<file path="config.mk">
export PLATFORM = sky130hd
export DESIGN_NAME = logic_op_sweeper_flat
export DESIGN_NICKNAME = d
export VERILOG_FILES = /design/src/rtl/logic_op_sweeper_if.sv /design/src/rtl/logic_op_sweeper.sv /design/src/flat_wrapper.sv
export SDC_FILE = /design/constraint.sdc
export NUM_CORES = 1
export LEC_CHECK = 0
export BUFFER_PORTS_ARGS = -buffer_cell sky130_fd_sc_hd__buf_2
export CELL_PAD_IN_SITES_DETAIL_PLACEMENT = 1
export CELL_PAD_IN_SITES_GLOBAL_PLACEMENT = 1
export CORE_MARGIN = 1
export CORE_UTILIZATION = 41
export CTS_CLUSTER_SIZE = 16
export DETAILED_ROUTE_END_ITERATION = 6
export PLACE_DENSITY_LB_ADDON = 0.2
export SETUP_SLACK_MARGIN = 0.05
export SLEW_MARGIN = 0
export SYNTH_ARGS = -nofsm -noshare
export SYNTH_HDL_FRONTEND = slang
export SYNTH_SLANG_ARGS = --single-unit
export TNS_END_PERCENT = 50
</file>
<file path="constraint.sdc">
create_clock -name clk -period 1.61 [get_ports clk]
set_input_delay 0.2415 -clock clk [delete_from_list [all_inputs] [get_ports clk]]
set_output_delay 0.2415 -clock clk [all_outputs]
set_load 0.02 [all_outputs]
</file>
<file path="src/rtl/logic_op_sweeper_if.sv">
// Bus between the logic-op sweeper, its requester/consumer and the 2-input logic unit.
// `err` exists only when LOGIC_OP_SWEEPER_CHECK_EN is defined.
interface logic_op_sweeper_if;
  localparam int unsigned CHAVE_W = 2;
  localparam int unsigned VEC_W   = 4;

  logic               start;
  logic               a_in;
  logic               b_in;
  logic               result;
  logic               a;
  logic               b;
  logic [CHAVE_W-1:0] chave;
  logic               busy;
  logic               res_valid;
  logic               res_ready;
  logic [VEC_W-1:0]   res_vec;
`ifdef LOGIC_OP_SWEEPER_CHECK_EN
  logic               err;

  modport master (output start, a_in, b_in, result, res_ready,
                  input  a, b, chave, busy, res_valid, res_vec, err);
  modport slave  (input  start, a_in, b_in, result, res_ready,
                  output a, b, chave, busy, res_valid, res_vec, err);
`else
  modport master (output start, a_in, b_in, result, res_ready,
                  input  a, b, chave, busy, res_valid, res_vec);
  modport slave  (input  start, a_in, b_in, result, res_ready,
                  output a, b, chave, busy, res_valid, res_vec);
`endif
endinterface

</file>
<file path="src/rtl/logic_op_sweeper.sv">
// Drives a latched operand pair through OR/NOR/XOR/XNOR and collects the 4-bit truth vector.
// Optional self-check of the collected vector: define LOGIC_OP_SWEEPER_CHECK_EN.
module logic_op_sweeper #(
  parameter int unsigned SETTLE = 1
) (
  input logic               clk,
  input logic               rst_n,
  logic_op_sweeper_if.slave bus
);

  localparam int unsigned CNT_W = 4;
  localparam int unsigned VEC_W = 4;
  localparam logic [CNT_W-1:0] CNT_LAST = CNT_W'(SETTLE - 1);

  typedef enum logic [1:0] {
    IDLE  = 2'd0,
    SWEEP = 2'd1,
    DONE  = 2'd2
  } state_t;

  state_t           state;
  logic [CNT_W-1:0] cnt;
  logic             a_q;
  logic             b_q;
  logic [1:0]       chave_q;
  logic             busy_q;
  logic             valid_q;
  logic [VEC_W-1:0] vec_q;
  logic [VEC_W-1:0] vec_upd_c;

  // Result vector with the current operation's sample merged in.
  always_comb begin
    vec_upd_c          = vec_q;
    vec_upd_c[chave_q] = bus.result;
  end

`ifdef LOGIC_OP_SWEEPER_CHECK_EN
  logic             err_q;
  logic [VEC_W-1:0] expected_c;

  assign expected_c = {~(a_q ^ b_q), a_q ^ b_q, ~(a_q | b_q), a_q | b_q};
  assign bus.err    = err_q;
`endif

  always_ff @(posedge clk or negedge rst_n) begin
    if (!rst_n) begin
      state   <= IDLE;
      cnt     <= '0;
      a_q     <= 1'b0;
      b_q     <= 1'b0;
      chave_q <= 2'b00;
      busy_q  <= 1'b0;
      valid_q <= 1'b0;
      vec_q   <= '0;
`ifdef LOGIC_OP_SWEEPER_CHECK_EN
      err_q   <= 1'b0;
`endif
    end else begin
      case (state)
        IDLE: begin
          if (bus.start) begin
            a_q     <= bus.a_in;
            b_q     <= bus.b_in;
            chave_q <= 2'b00;
            cnt     <= '0;
            busy_q  <= 1'b1;
            state   <= SWEEP;
          end
        end
        SWEEP: begin
          // Sample only on the last settle cycle of each operation.
          if (cnt == CNT_LAST) begin
            vec_q <= vec_upd_c;
            cnt   <= '0;
            if (chave_q == 2'b11) begin
              busy_q  <= 1'b0;
              valid_q <= 1'b1;
              state   <= DONE;
`ifdef LOGIC_OP_SWEEPER_CHECK_EN
              err_q   <= (vec_upd_c != expected_c);
`endif
            end else begin
              chave_q <= chave_q + 2'd1;
            end
          end else begin
            cnt <= cnt + CNT_W'(1);
          end
        end
        DONE: begin
          if (bus.res_ready) begin
            valid_q <= 1'b0;
            state   <= IDLE;
`ifdef LOGIC_OP_SWEEPER_CHECK_EN
            err_q   <= 1'b0;
`endif
          end
        end
        default: state <= IDLE;
      endcase
    end
  end

  assign bus.a         = a_q;
  assign bus.b         = b_q;
  assign bus.chave     = chave_q;
  assign bus.busy      = busy_q;
  assign bus.res_valid = valid_q;
  assign bus.res_vec   = vec_q;

endmodule

</file>
<file path="src/flat_wrapper.sv">
// flat-port wrapper written by rule: the top's interface ports become plain ports
module logic_op_sweeper_flat 
#(
  parameter int unsigned SETTLE = 1
)
  (clk, rst_n, bus_start, bus_a_in, bus_b_in, bus_result, bus_res_ready, bus_a, bus_b, bus_chave, bus_busy, bus_res_valid, bus_res_vec);
  logic_op_sweeper_if bus_i ();
  input logic clk;
  input logic rst_n;
  input wire logic [$bits(bus_i.start)-1:0] bus_start;
  input wire logic [$bits(bus_i.a_in)-1:0] bus_a_in;
  input wire logic [$bits(bus_i.b_in)-1:0] bus_b_in;
  input wire logic [$bits(bus_i.result)-1:0] bus_result;
  input wire logic [$bits(bus_i.res_ready)-1:0] bus_res_ready;
  output wire logic [$bits(bus_i.a)-1:0] bus_a;
  output wire logic [$bits(bus_i.b)-1:0] bus_b;
  output wire logic [$bits(bus_i.chave)-1:0] bus_chave;
  output wire logic [$bits(bus_i.busy)-1:0] bus_busy;
  output wire logic [$bits(bus_i.res_valid)-1:0] bus_res_valid;
  output wire logic [$bits(bus_i.res_vec)-1:0] bus_res_vec;
  assign bus_i.start = bus_start;
  assign bus_i.a_in = bus_a_in;
  assign bus_i.b_in = bus_b_in;
  assign bus_i.result = bus_result;
  assign bus_i.res_ready = bus_res_ready;
  assign bus_a = bus_i.a;
  assign bus_b = bus_i.b;
  assign bus_chave = bus_i.chave;
  assign bus_busy = bus_i.busy;
  assign bus_res_valid = bus_i.res_valid;
  assign bus_res_vec = bus_i.res_vec;
  logic_op_sweeper #(.SETTLE(SETTLE)) u_core (.clk(clk), .rst_n(rst_n), .bus(bus_i));
endmodule
</file>
**After elaboration in Yosys (flattened, before gate mapping)**

Index checks and enable logic that the tools add are counted.

- Eq/ne operators: 8
- Reductions and logical operators: 12
- Muxes and demuxes: 23
- Magnitude comparators: 2
- Add/subtract/negate cells: 2

Operator list:

| operator | count |
|---|---|
| $reduce_and A4 Y1 | 4 |
| $mux W2 | 7 |
| $mux W4 | 2 |
| $pmux W4 S2 | 1 |
| $mux W1 | 7 |
| $ne A2 B2 Y1 const B | 3 |
| $pmux W2 S3 | 1 |
| $reduce_and A2 Y1 | 3 |
| $add A4 B1 Y4 const B | 1 |
| $bwmux W4 | 1 |
| $eq A2 B2 Y1 const B | 2 |
| $logic_not A4 Y1 | 1 |
| $ne A2 B1 Y1 const B | 2 |
| $pmux W1 S2 | 2 |
| $pmux W2 S2 | 1 |
| $reduce_bool A2 Y1 | 2 |
| $lt A2 B3 Y1 const B | 1 |
| $add A2 B1 Y2 const B | 1 |
| $demux W1 S2 | 1 |
| $eq A2 B1 Y1 const B | 1 |
| $ge A2 B1 Y1 const B | 1 |
| $logic_not A2 Y1 | 1 |
| $logic_and A1 B1 Y1 | 1 |

- Word-level logic and storage cells: 55
- Register bits after elaboration: 16
- Output and inout port bits: 10

**Logic depth before layout (Yosys ltp)**

Gate-level depths: netlist (run 1).

- Depth after elaboration: 5
- Mapped depth: 5
- Mapped depth without buffers: 5

**Worst setup path after synthesis (run 1)**

Ideal clock, no wire load.

- Path type: register -> register
- Start point: register u_core.chave_q[0] (netlist: u_core.bus.chave[0])
- End point: register u_core.chave_q[0] (netlist: u_core.bus.chave[0])
- Buffers on the path: 0
- Arrival: 1,357 ps
- Stages on the path, launching flop included: 5
- Library setup time: 121 ps
- Setup slack: 132 ps
- Cells stage by stage: dfrtp_1 ha_1 nor4b_2 mux2i_1 o21ai_1

- Longest elaborated chain between the ends: 4
- Elaborated cells between the ends (all ways): 7
- Classes of those cells: 1 x add/sub; 2 x eq/ne; 3 x mux; 1 x reduce/logical

Ends and longest elaborated chain:

| item | RTL line | text |
|---|---|---|
| start: declaration | logic_op_sweeper.sv:25 | `logic [1:0] chave_q;` |
| start signal: assignment | logic_op_sweeper.sv:83 | `chave_q <= chave_q + 2'd1;` |
| $add A2 B1 Y2 | logic_op_sweeper.sv:83 |  |
| $mux W2 | logic_op_sweeper.sv:75 | `if (chave_q == 2'b11) begin` |
| $mux W2 | logic_op_sweeper.sv:72 | `if (cnt == CNT_LAST) begin` |
| $pmux W2 S2 | logic_op_sweeper.sv:59 | `case (state)` |

Several ways; a longest one is shown, not always the timed one. The select of a mux whose other input is x is not followed.
A chain may end at the register's enable or synchronous reset.

**Worst setup path in the final report (run 1)**

- Start point: register u_core.cnt[0]
- End point: register u_core.vec_q[1] (netlist: u_core.bus.res_vec[1])

- Longest elaborated chain between the ends: 2

Ends and longest elaborated chain:

| item | RTL line | text |
|---|---|---|
| start: declaration | logic_op_sweeper.sv:22 | `logic [CNT_W-1:0] cnt;` |
| start signal: assignment | logic_op_sweeper.sv:86 | `cnt <= cnt + CNT_W'(1);` |
| $logic_not A4 Y1 | logic_op_sweeper.sv:72 |  |
| $reduce_and A2 Y1 (no line) | -- |  |
| end signal: assignment | logic_op_sweeper.sv:73 | `vec_q <= vec_upd_c;` |
| end: declaration | logic_op_sweeper.sv:28 | `logic [VEC_W-1:0] vec_q;` |

Every way passes these cells.

==> results of run 1 <==
## per-stage QoR
stage	instance area [um2]	utilization, %
global placement	980	49.9
finish	1080	55.3
global route	1080	55.3
CTS	1060	53.8
detailed placement	980	49.9
floorplan	858	-
## sequential cells by signal (all words and copies together), names as in the netlist
name,count
u_core.bus.res_vec,4
u_core.state,2
u_core.cnt,4
u_core.bus.busy,1
u_core.bus.res_valid,1
u_core.bus.b,1
u_core.bus.chave,2
u_core.bus.a,1
## critical path, delay by kind of cell, from the launching register on
family        cells  cell delay (ns)
fa+ha+maj         1             0.14
buf+inv           1             0.08
mux               1             0.32
flops             1             0.41
simple gates      2             0.47
## final cells by class
| cell class | instances | area share (%) |
|---|---|---|
| well taps | 27 | 3.11 |
| repair buffers | 26 | 14.5 |
| multi-input cells | 49 | 39.7 |
| clock buffers | 4 | 3.34 |
| inverters | 7 | 2.42 |
| flip-flops and latches | 16 | 36.9 |
## routing by layer
| layer | track usage, % | vias up | routed length (um) | part of all wire (%) |
|---|---|---|---|---|
| met5 | 0 | - | 0 | 0 |
| met4 | 5.00 | 0 | 9 | 0.47 |
| met3 | 4.53 | 2 | 55 | 2.8 |
| met2 | 33.2 | 14 | 1010 | 52 |
| met1 | 24.2 | 317 | 861 | 45 |
| li1 | - | 321 | - | - |
## cells in the final DEF (no fill, tap or decap), types with 3 or more instances in the layout
master	instances
ha_1	5
nand3_1	4
dfrtp_1	16
buf_2	16
inv_1	4
o21ai_0	3
buf_4	9
clkbuf_4	3
inv_2	3
nand2_1	5
## where the power goes
group	internal [uW]	switching (uW)	total, uW	leakage (uW)
Clock	138	125	262	0.0000210
Combinational	514	570	1080	0.000316
Sequential	577	148	725	0.000187
## how the worst max path moves through the flow
stage | from | to | slack (ns) | depth (start not counted)
3_5_place_dp | u_core.cnt[0]$_DFFE_PN0P_ | u_core.bus.res_vec[3]$_DFFE_PN0P_ | 0.05 | 5
5_1_grt | u_core.cnt[0]$_DFFE_PN0P_ | u_core.bus.res_vec[1]$_DFFE_PN0P_ | 0.04 | 5
3_3_place_gp | u_core.cnt[0]$_DFFE_PN0P_ | u_core.bus.res_vec[3]$_DFFE_PN0P_ | 0.10 | 5
2_1_floorplan | u_core.bus.chave[0]$_DFFE_PN0P_ | u_core.bus.chave[0]$_DFFE_PN0P_ | 0.13 | 4
4_1_cts | u_core.cnt[0]$_DFFE_PN0P_ | u_core.bus.res_vec[2]$_DFFE_PN0P_ | 0.05 | 5
6_report | u_core.cnt[0]$_DFFE_PN0P_ | u_core.bus.res_vec[1]$_DFFE_PN0P_ | 0.1 | 5
## cells by family (layout without fill, tap and decap cells)
kind of cell | after synthesis | after routing | share of synthesized area (%)
compound gates | 15 | 15 | 12.7
flops | 16 | 16 | 46.6
buf+inv | 9 | 37 | 5.68
simple gates | 21 | 21 | 16.8
mux | 7 | 7 | 9.47
fa+ha+maj | 6 | 6 | 8.75
## repair_timing
item / in CTS / in global routing
endpoints found under the setup margin: 4 / 5
setup buffers: 4 / 1
pin swaps: 1 / 1
hold buffers: 1 / 0
endpoints found under the hold margin: 16 / 0
gates resized for setup: 0 / 6
==> flow_summary.ini, run 1 <==
[placed_design]
io_buffers = 16
gp_congestion = 0.820
place_ws_ns = 0.0464
hpwl_mm = 1.34
dpl.cell_count = 119

[critical_path]
arrival_ns = 1.69
timing.rr.start = u_core.cnt[0]$_DFFE_PN0P_
cp-start-kind = flop
worstSetupEndpointType = flop
reg2reg_to = u_core.bus.res_vec[1]$_DFFE_PN0P_
cp_cell_sequence = inv_2 -> ha_4 -> nor3b_4 -> nand3_1 -> mux2_4
critPathMaxStageDelay_ns = 0.41
rr_worst_depth = 5
crit_path_max_fanout = 5
cpMaxStageDelayCell = dfrtp_1
crit_required_ns = 1.79
r2r_slack_ns = 0.1
crit_type = flop to flop

[logic_synthesis]
syn_inst = 74
synth.distinct_cells = 32
synth_edf_count = 0
yosys-top-cells-count = 16 x dfrtp_1, 6 x ha_1, 6 x inv_1
yosys.area.top_type = dfrtp_1
ys_seq_area_share_pct = 46.6
ys_warn_count = 0
syn_avg_cell_area_um2 = 11.6
async_reset_ff_share_pct = 100
synth_top_cell_area_share_pct = 46.6
synthTopCellsByArea = dfrtp_1 47%, ha_1 8.7%, mux2_1 3.9%
synth_nets = 87
synth_most_common_cell = dfrtp_1
synth_ff_type = dfrtp_1
syn-cell-area_um2 = 858
yosys_register_bits = 16

[die]
die_x_um = 47.8
num_rows = 16
core_mm2 = 0.00196
fp.dieH_um = 47.8
fp.dieArea_mm2 = 0.00228
start_util_pct = 43.7
pin_count = 17

[sta]
whs_ns = 0.142
setup_viol_count_final = 0
drv_slew = 0
grt_setup_unrepaired = yes
worst_slack_ns = 0.0995
tightest_slew_ns = 0.365
fin_tns_setup_ns = 0
min_period_ns = 1.51
fmax_mhz = 662
slew_headroom_pct = 75.6
skew_ns = 0.000615
fin_crit_sh_pct = 93.8
hold_viol_final = 0

[min_path]
holdPathEnd = u_core.state[1]$_DFFE_PN0P_
hold_class = primary input to flop
hp-start = bus_res_ready
hold_depth = 2

[clock_tree]
clock-sinks = 16
root_buffer = clkbuf_4
clk_pin_slew_ns = 0.09
htree_levels = 1
cts_buffers = 3
cts_buffer_depth = 2
clk_latency_ns = 0.28
cts_tree = yes

[finish]
multi_input_area_um2 = 430
post_route_cells_drive_above_1_share_pct = 43.1
diodes = 0
instances_no_fill = 129
final.fill_count = 234
seq_area_um2 = 400
syn_to_final_growth_pct = 26.4
finish.net_count = 116

[routing]
ant_nets = 0
wl_per_cell_um = 15.0
vias = 654
routed_wl_mm = 1.93
drt_iter0_markers = 5
drc_errors = 0
vias_per_cell = 5.07
first_pass_iters = 4

[global_routing]
grt.total_usage_pct = 19.3
grt_max_degree = 17
grt_pass1_wl_mm = 2.99
grt_pass1_vias = 631
grt_overflow = 0
antenna_found_initial = 0

[flow_run]
drv_cap = 0

[power_and_ir_drop]
power_uw = 2070
power.leakage_uw = 0.000524
p_per_area_mw_per_mm2 = 1910
ir_drop_v = 0.000886

[outcome]
status = completed
(Power assumes the default switching activity.)
==> run 2: changes to the inputs <==
- ABC_AREA: not set -> 1
- ABC_CLOCK_PERIOD_IN_PS: not set -> 1610
- CORE_UTILIZATION: 41 -> 38
==> run 2 against run 1 <==
Net effect:
- cell count up 14%
- flip-flop and latch count unchanged
- utilization down 6.1 points
- synthesized cell count up 34%
==> flow_summary.ini, run 2 <==
[outcome]
status = completed

[power_and_ir_drop]
power.leakage_uw = 0.000530
p_per_area_mw_per_mm2 = 1800
ir_drop_v = 0.000748

[critical_path]
arrival_ns = 1.58
crit_required_ns = 1.81
critPathMaxStageDelay_ns = 0.42
cp_cell_sequence = inv_1 -> ha_1 -> nand2_1 -> nor2_1 -> nand3_2 -> nand2_1 -> nand2_1
crit_path_max_fanout = 4
worstSetupEndpointType = flop
crit_top_cell = nand2_1
cpMaxStageDelayCell = dfrtp_1
cp-start-kind = flop
crit_type = flop to flop

[sta]
min_period_ns = 1.38
fmax_mhz = 722
grt_setup_unrepaired = no
setup_viol_count_final = 0
drv_slew = 0
fin_tns_setup_ns = 0
skew_ns = 0.00115
tightest_slew_ns = 0.362
slew_headroom_pct = 75.8
hold_viol_final = 0
worst_slack_ns = 0.226
fin_crit_sh_pct = 86.0

[die]
pin_count = 17
num_rows = 16
die_x_um = 48.9
fp.dieArea_mm2 = 0.00239
fp.dieH_um = 48.9
core_mm2 = 0.00202
start_util_pct = 41.3

[routing]
vias_per_cell = 4.88
routed_wl_mm = 1.81
drc_errors = 0
first_pass_iters = 2
drt_iter0_markers = 13
ant_nets = 0
vias = 718
wl_per_cell_um = 12.3

[logic_synthesis]
syn_inst = 99
synth_nets = 112
synth_top_cell_area_share_pct = 48.0
synthTopCellsByArea = dfrtp_1 48%, nand2_1 12%, nand3_1 10%
ys_seq_area_share_pct = 48.0
yosys.area.top_type = dfrtp_1
synth_most_common_cell = nand2_1
synth_edf_count = 0
synth_ff_type = dfrtp_1
async_reset_ff_share_pct = 100
synth.distinct_cells = 16
syn-cell-area_um2 = 835
yosys_register_bits = 16
syn_avg_cell_area_um2 = 8.43
ys_warn_count = 0
yosys-top-cells-count = 26 x nand2_1, 17 x nand3_1, 16 x dfrtp_1

[clock_tree]
clock-sinks = 16
post_cts.repair.setup_buffers = 0
cts_buffers = 3
root_buffer = clkbuf_4
cts_tree = yes
cts-resized-gates = 0
htree_levels = 1
cts_buffer_depth = 2
clk_pin_slew_ns = 0.09
clk_latency_ns = 0.29

[placed_design]
io_buffers = 16
dpl_cell_area_um2 = 948
hpwl_mm = 1.36
gp_congestion = 0.715
place_ws_ns = 0.241

[global_routing]
grt_pass1_wl_mm = 3.31
grt_pass1_vias = 733
grt_overflow = 0
grt.total_usage_pct = 18.6
antenna_found_initial = 0
grt_max_degree = 17

[finish]
final_area_um2 = 995
finish.net_count = 134
post_route_cells_drive_above_1_share_pct = 23.3
syn_to_final_growth_pct = 19.2
layout_commonest_cell = nand2_1
final_cell_mix = 26 x nand2_1, 17 x nand3_1, 16 x buf_2, 16 x dfrtp_1, 13 x inv_1
diodes = 0

[min_path]
hold_class = primary input to flop

[flow_run]
drv_cap = 0
[run 2: worst paths after layout]
check | from | end | slack, ns | cells after the start
setup reg to reg | u_core.cnt[0]$_DFFE_PN0P_ | u_core.bus.res_vec[3]$_DFFE_PN0P_ | 0.23 | 7
min in group asynchronous | rst_n | u_core.cnt[1]$_DFFE_PN0P_ | 0.38 | 2
setup / recovery | u_core.cnt[0]$_DFFE_PN0P_ | u_core.bus.res_vec[3]$_DFFE_PN0P_ | 0.23 | 7
hold / removal | bus_b_in | u_core.bus.b$_DFFE_PN0P_ | 0.19 | 3
max in group asynchronous | rst_n | u_core.bus.b$_DFFE_PN0P_ | 0.97 | 2
hold reg to reg | u_core.bus.b$_DFFE_PN0P_ | u_core.bus.b$_DFFE_PN0P_ | 0.48 | 2
[run 2: cell type report]
type                       instances  area, um2
clock buffer                       4       36.3
tap                               27       33.8
multi-input combinational         69        379
fill                             271       1030
sequential                        16        400
timing repair buffer              17       90.1
inverter                          14       55.1
[run 2: timing repair]
item	CTS	global route
endpoints found under the hold margin	16	0
endpoints found under the setup margin	0	0
hold buffers	1	0
[run 2: layer usage]
metal | global-route usage [%] | vias to the layer above | wire length (um)
met2 | 30.3 | 7 | 884
met4 | 8.82 | 0 | 43
li1 | - | 355 | -
met5 | 0 | - | 0
met3 | 3.74 | 5 | 36
met1 | 23.6 | 351 | 846
[run 2: kinds of logic after synthesis]
logic type | share of synthesized area (%)
fa+ha+maj | 9.00
simple gates | 32.4
flops | 48.0
buf+inv | 6.60
xor+xnor | 1.05
compound gates | 3.00
[run 2: critical path, delay by kind of cell (launching register included)]
family	cells	cell delay (ns)
flops	1	0.42
buf+inv	1	0.11
fa+ha+maj	1	0.17
simple gates	5	0.59
[run 2: metrics by stage]
stage               util, %  std cells  power (uW)  hold slack, ns
global route           49.2        147        1980           0.193
CTS                    49.2        147        1810           0.189
detailed placement     46.9        142        1530           0.182
floorplan                 -         99        1270         -0.0541
global placement       46.9        142        1490           0.177
finish                 49.2        147        1790           0.186
[run 2: power breakdown]
part / switching [uW] / total, uW / internal (uW)
logic: 507 / 806 / 298
registers: 145 / 712 / 567
clock network: 135 / 273 / 138
total: 787 / 1790 / 1000
==> run 3: changes to the inputs <==
- MAX_ROUTING_LAYER: not set -> met4
- PLACE_DENSITY_LB_ADDON: 0.2 -> 0.1
==> run 3 against run 2 <==
Net effect:
- cell count did not move
- clock power barely moved
- hold slack improved by 0.0086 ns
- total power rose by 0.66%
- clock-buffer cell count did not move
- sequential share of layout area did not move
- highest routed layer unchanged
==> flow_summary.ini, run 3 (synthesis gave the netlist of run 2 again) <==
[routing]
wl_per_cell_um = 13.0
vias = 713
drt_iter0_markers = 9
vias_per_cell = 4.85
ant_nets = 0
routed_wl_mm = 1.91
drc_errors = 0
first_pass_iters = 4

[placed_design]
hpwl_mm = 1.47
place_ws_ns = 0.225
io_buffers = 16
dpl_cell_area_um2 = 948
gp_congestion = 0.772

[sta]
setup_viol_count_final = 0
drv_slew = 0
fmax_mhz = 714
skew_ns = 0.00766
min_period_ns = 1.40
hold_viol_final = 0
slew_headroom_pct = 74.6
worst_slack_ns = 0.210
tightest_slew_ns = 0.381
fin_crit_sh_pct = 87.0
fin_tns_setup_ns = 0
grt_setup_unrepaired = no

[clock_tree]
clk_pin_slew_ns = 0.10
cts_buffers = 3
cts_tree = yes
clk_latency_ns = 0.29
clock-sinks = 16
cts_buffer_depth = 2
root_buffer = clkbuf_4
cts-resized-gates = 0
htree_levels = 1

[global_routing]
antenna_found_initial = 0
grt_max_degree = 17
grt.total_usage_pct = 20.4
grt_pass1_vias = 748
grt_overflow = 0
grt_pass1_wl_mm = 3.56

[min_path]
hold_class = primary input to flop
hold_depth = 3

[power_and_ir_drop]
power.leakage_uw = 0.000530
p_per_area_mw_per_mm2 = 1810
ir_drop_v = 0.000899

[finish]
final.fill_count = 261
syn_to_final_growth_pct = 19.2
final_cell_mix = 26 x nand2_1, 17 x nand3_1, 16 x buf_2, 16 x dfrtp_1, 13 x inv_1
layout_commonest_cell = nand2_1
finish.utilization_pct = 49.2
diodes = 0
finish.net_count = 134
final_area_um2 = 995
post_route_cells_drive_above_1_share_pct = 23.3

[critical_path]
crit_required_ns = 1.80
worstSetupEndpointType = flop
cp-start-kind = flop
crit_path_max_fanout = 4
rr_worst_depth = 7
arrival_ns = 1.59
crit_type = flop to flop

[die]
core_mm2 = 0.00202
pin_count = 17
start_util_pct = 41.3
num_rows = 16
fp.dieH_um = 48.9
fp.dieArea_mm2 = 0.00239
die_x_um = 48.9

[outcome]
status = completed

[flow_run]
drv_cap = 0
==> run 3: cell counts in the layout (fill, tap and decap cells not counted) <==
No cell type changed its count.
==> run 3: worst paths after layout <==
| check | from | end | slack (ns) |
|---|---|---|---|
| max in group asynchronous | rst_n | u_core.state[1]$_DFFE_PN0P_ | 0.95 |
| max reg2reg | u_core.cnt[0]$_DFFE_PN0P_ | u_core.bus.busy$_DFFE_PN0P_ | 0.21 |
| min in group asynchronous | rst_n | u_core.cnt[1]$_DFFE_PN0P_ | 0.38 |
| min | bus_b_in | u_core.bus.b$_DFFE_PN0P_ | 0.19 |
| max | u_core.cnt[0]$_DFFE_PN0P_ | u_core.bus.busy$_DFFE_PN0P_ | 0.21 |
| min reg2reg | u_core.bus.res_vec[2]$_DFFE_PN0P_ | u_core.bus.res_vec[2]$_DFFE_PN0P_ | 0.48 |
==> run 3: layout make-up <==
| type | count | area, um2 | area share (%) |
|---|---|---|---|
| Inverter | 14 | 55.1 | 5.53 |
| Sequential cell | 16 | 400 | 40.3 |
| Clock buffer | 4 | 36.3 | 3.65 |
| Timing Repair Buffer | 17 | 90.1 | 9.06 |
| Tap cell | 27 | 33.8 | 3.40 |
| Multi-Input combinational cell | 69 | 379 | 38.1 |
==> run 3: layer usage <==
metal / up-vias / GRT usage [%] / part of all wire, %
met1: 342 / 25.3 / 47
met4: 0 / 10.3 / 2.1
met3: 4 / 3.43 / 2.7
li1: 356 / - / -
met2: 11 / 31.9 / 48
met5: - / - / 0
==> run 3: timing repair <==
item	4_1_cts	5_1_grt
endpoints found under the hold margin	16	0
hold buffers	1	0
setup endpoints to repair	0	0
setup buffers	0	0
==> run 3: worst max-delay path, cell delays in order (launching register included) <==
cell	delay, ns
dfrtp_1	0.42
inv_1	0.12
ha_1	0.20
nand2_1	0.06
nor2_1	0.22
nand3_2	0.14
nand2_1	0.09
inv_1	0.04
==> run 3: stage by stage <==
| stage | cells | hold WS (ns) | total power, uW |
|---|---|---|---|
| after floorplan | 99 | -0.0541 | 1270 |
| after global placement | 142 | 0.179 | 1490 |
| after detailed placement | 142 | 0.183 | 1550 |
| after CTS | 147 | 0.190 | 1830 |
| after global routing | 147 | 0.184 | 1990 |
| final | 147 | 0.195 | 1800 |
==> run 3: where the power goes <==
group	switching, uW	internal, uW	leakage [uW]
Combinational	515	301	0.000325
Clock	136	138	0.0000210
Sequential	146	566	0.000184
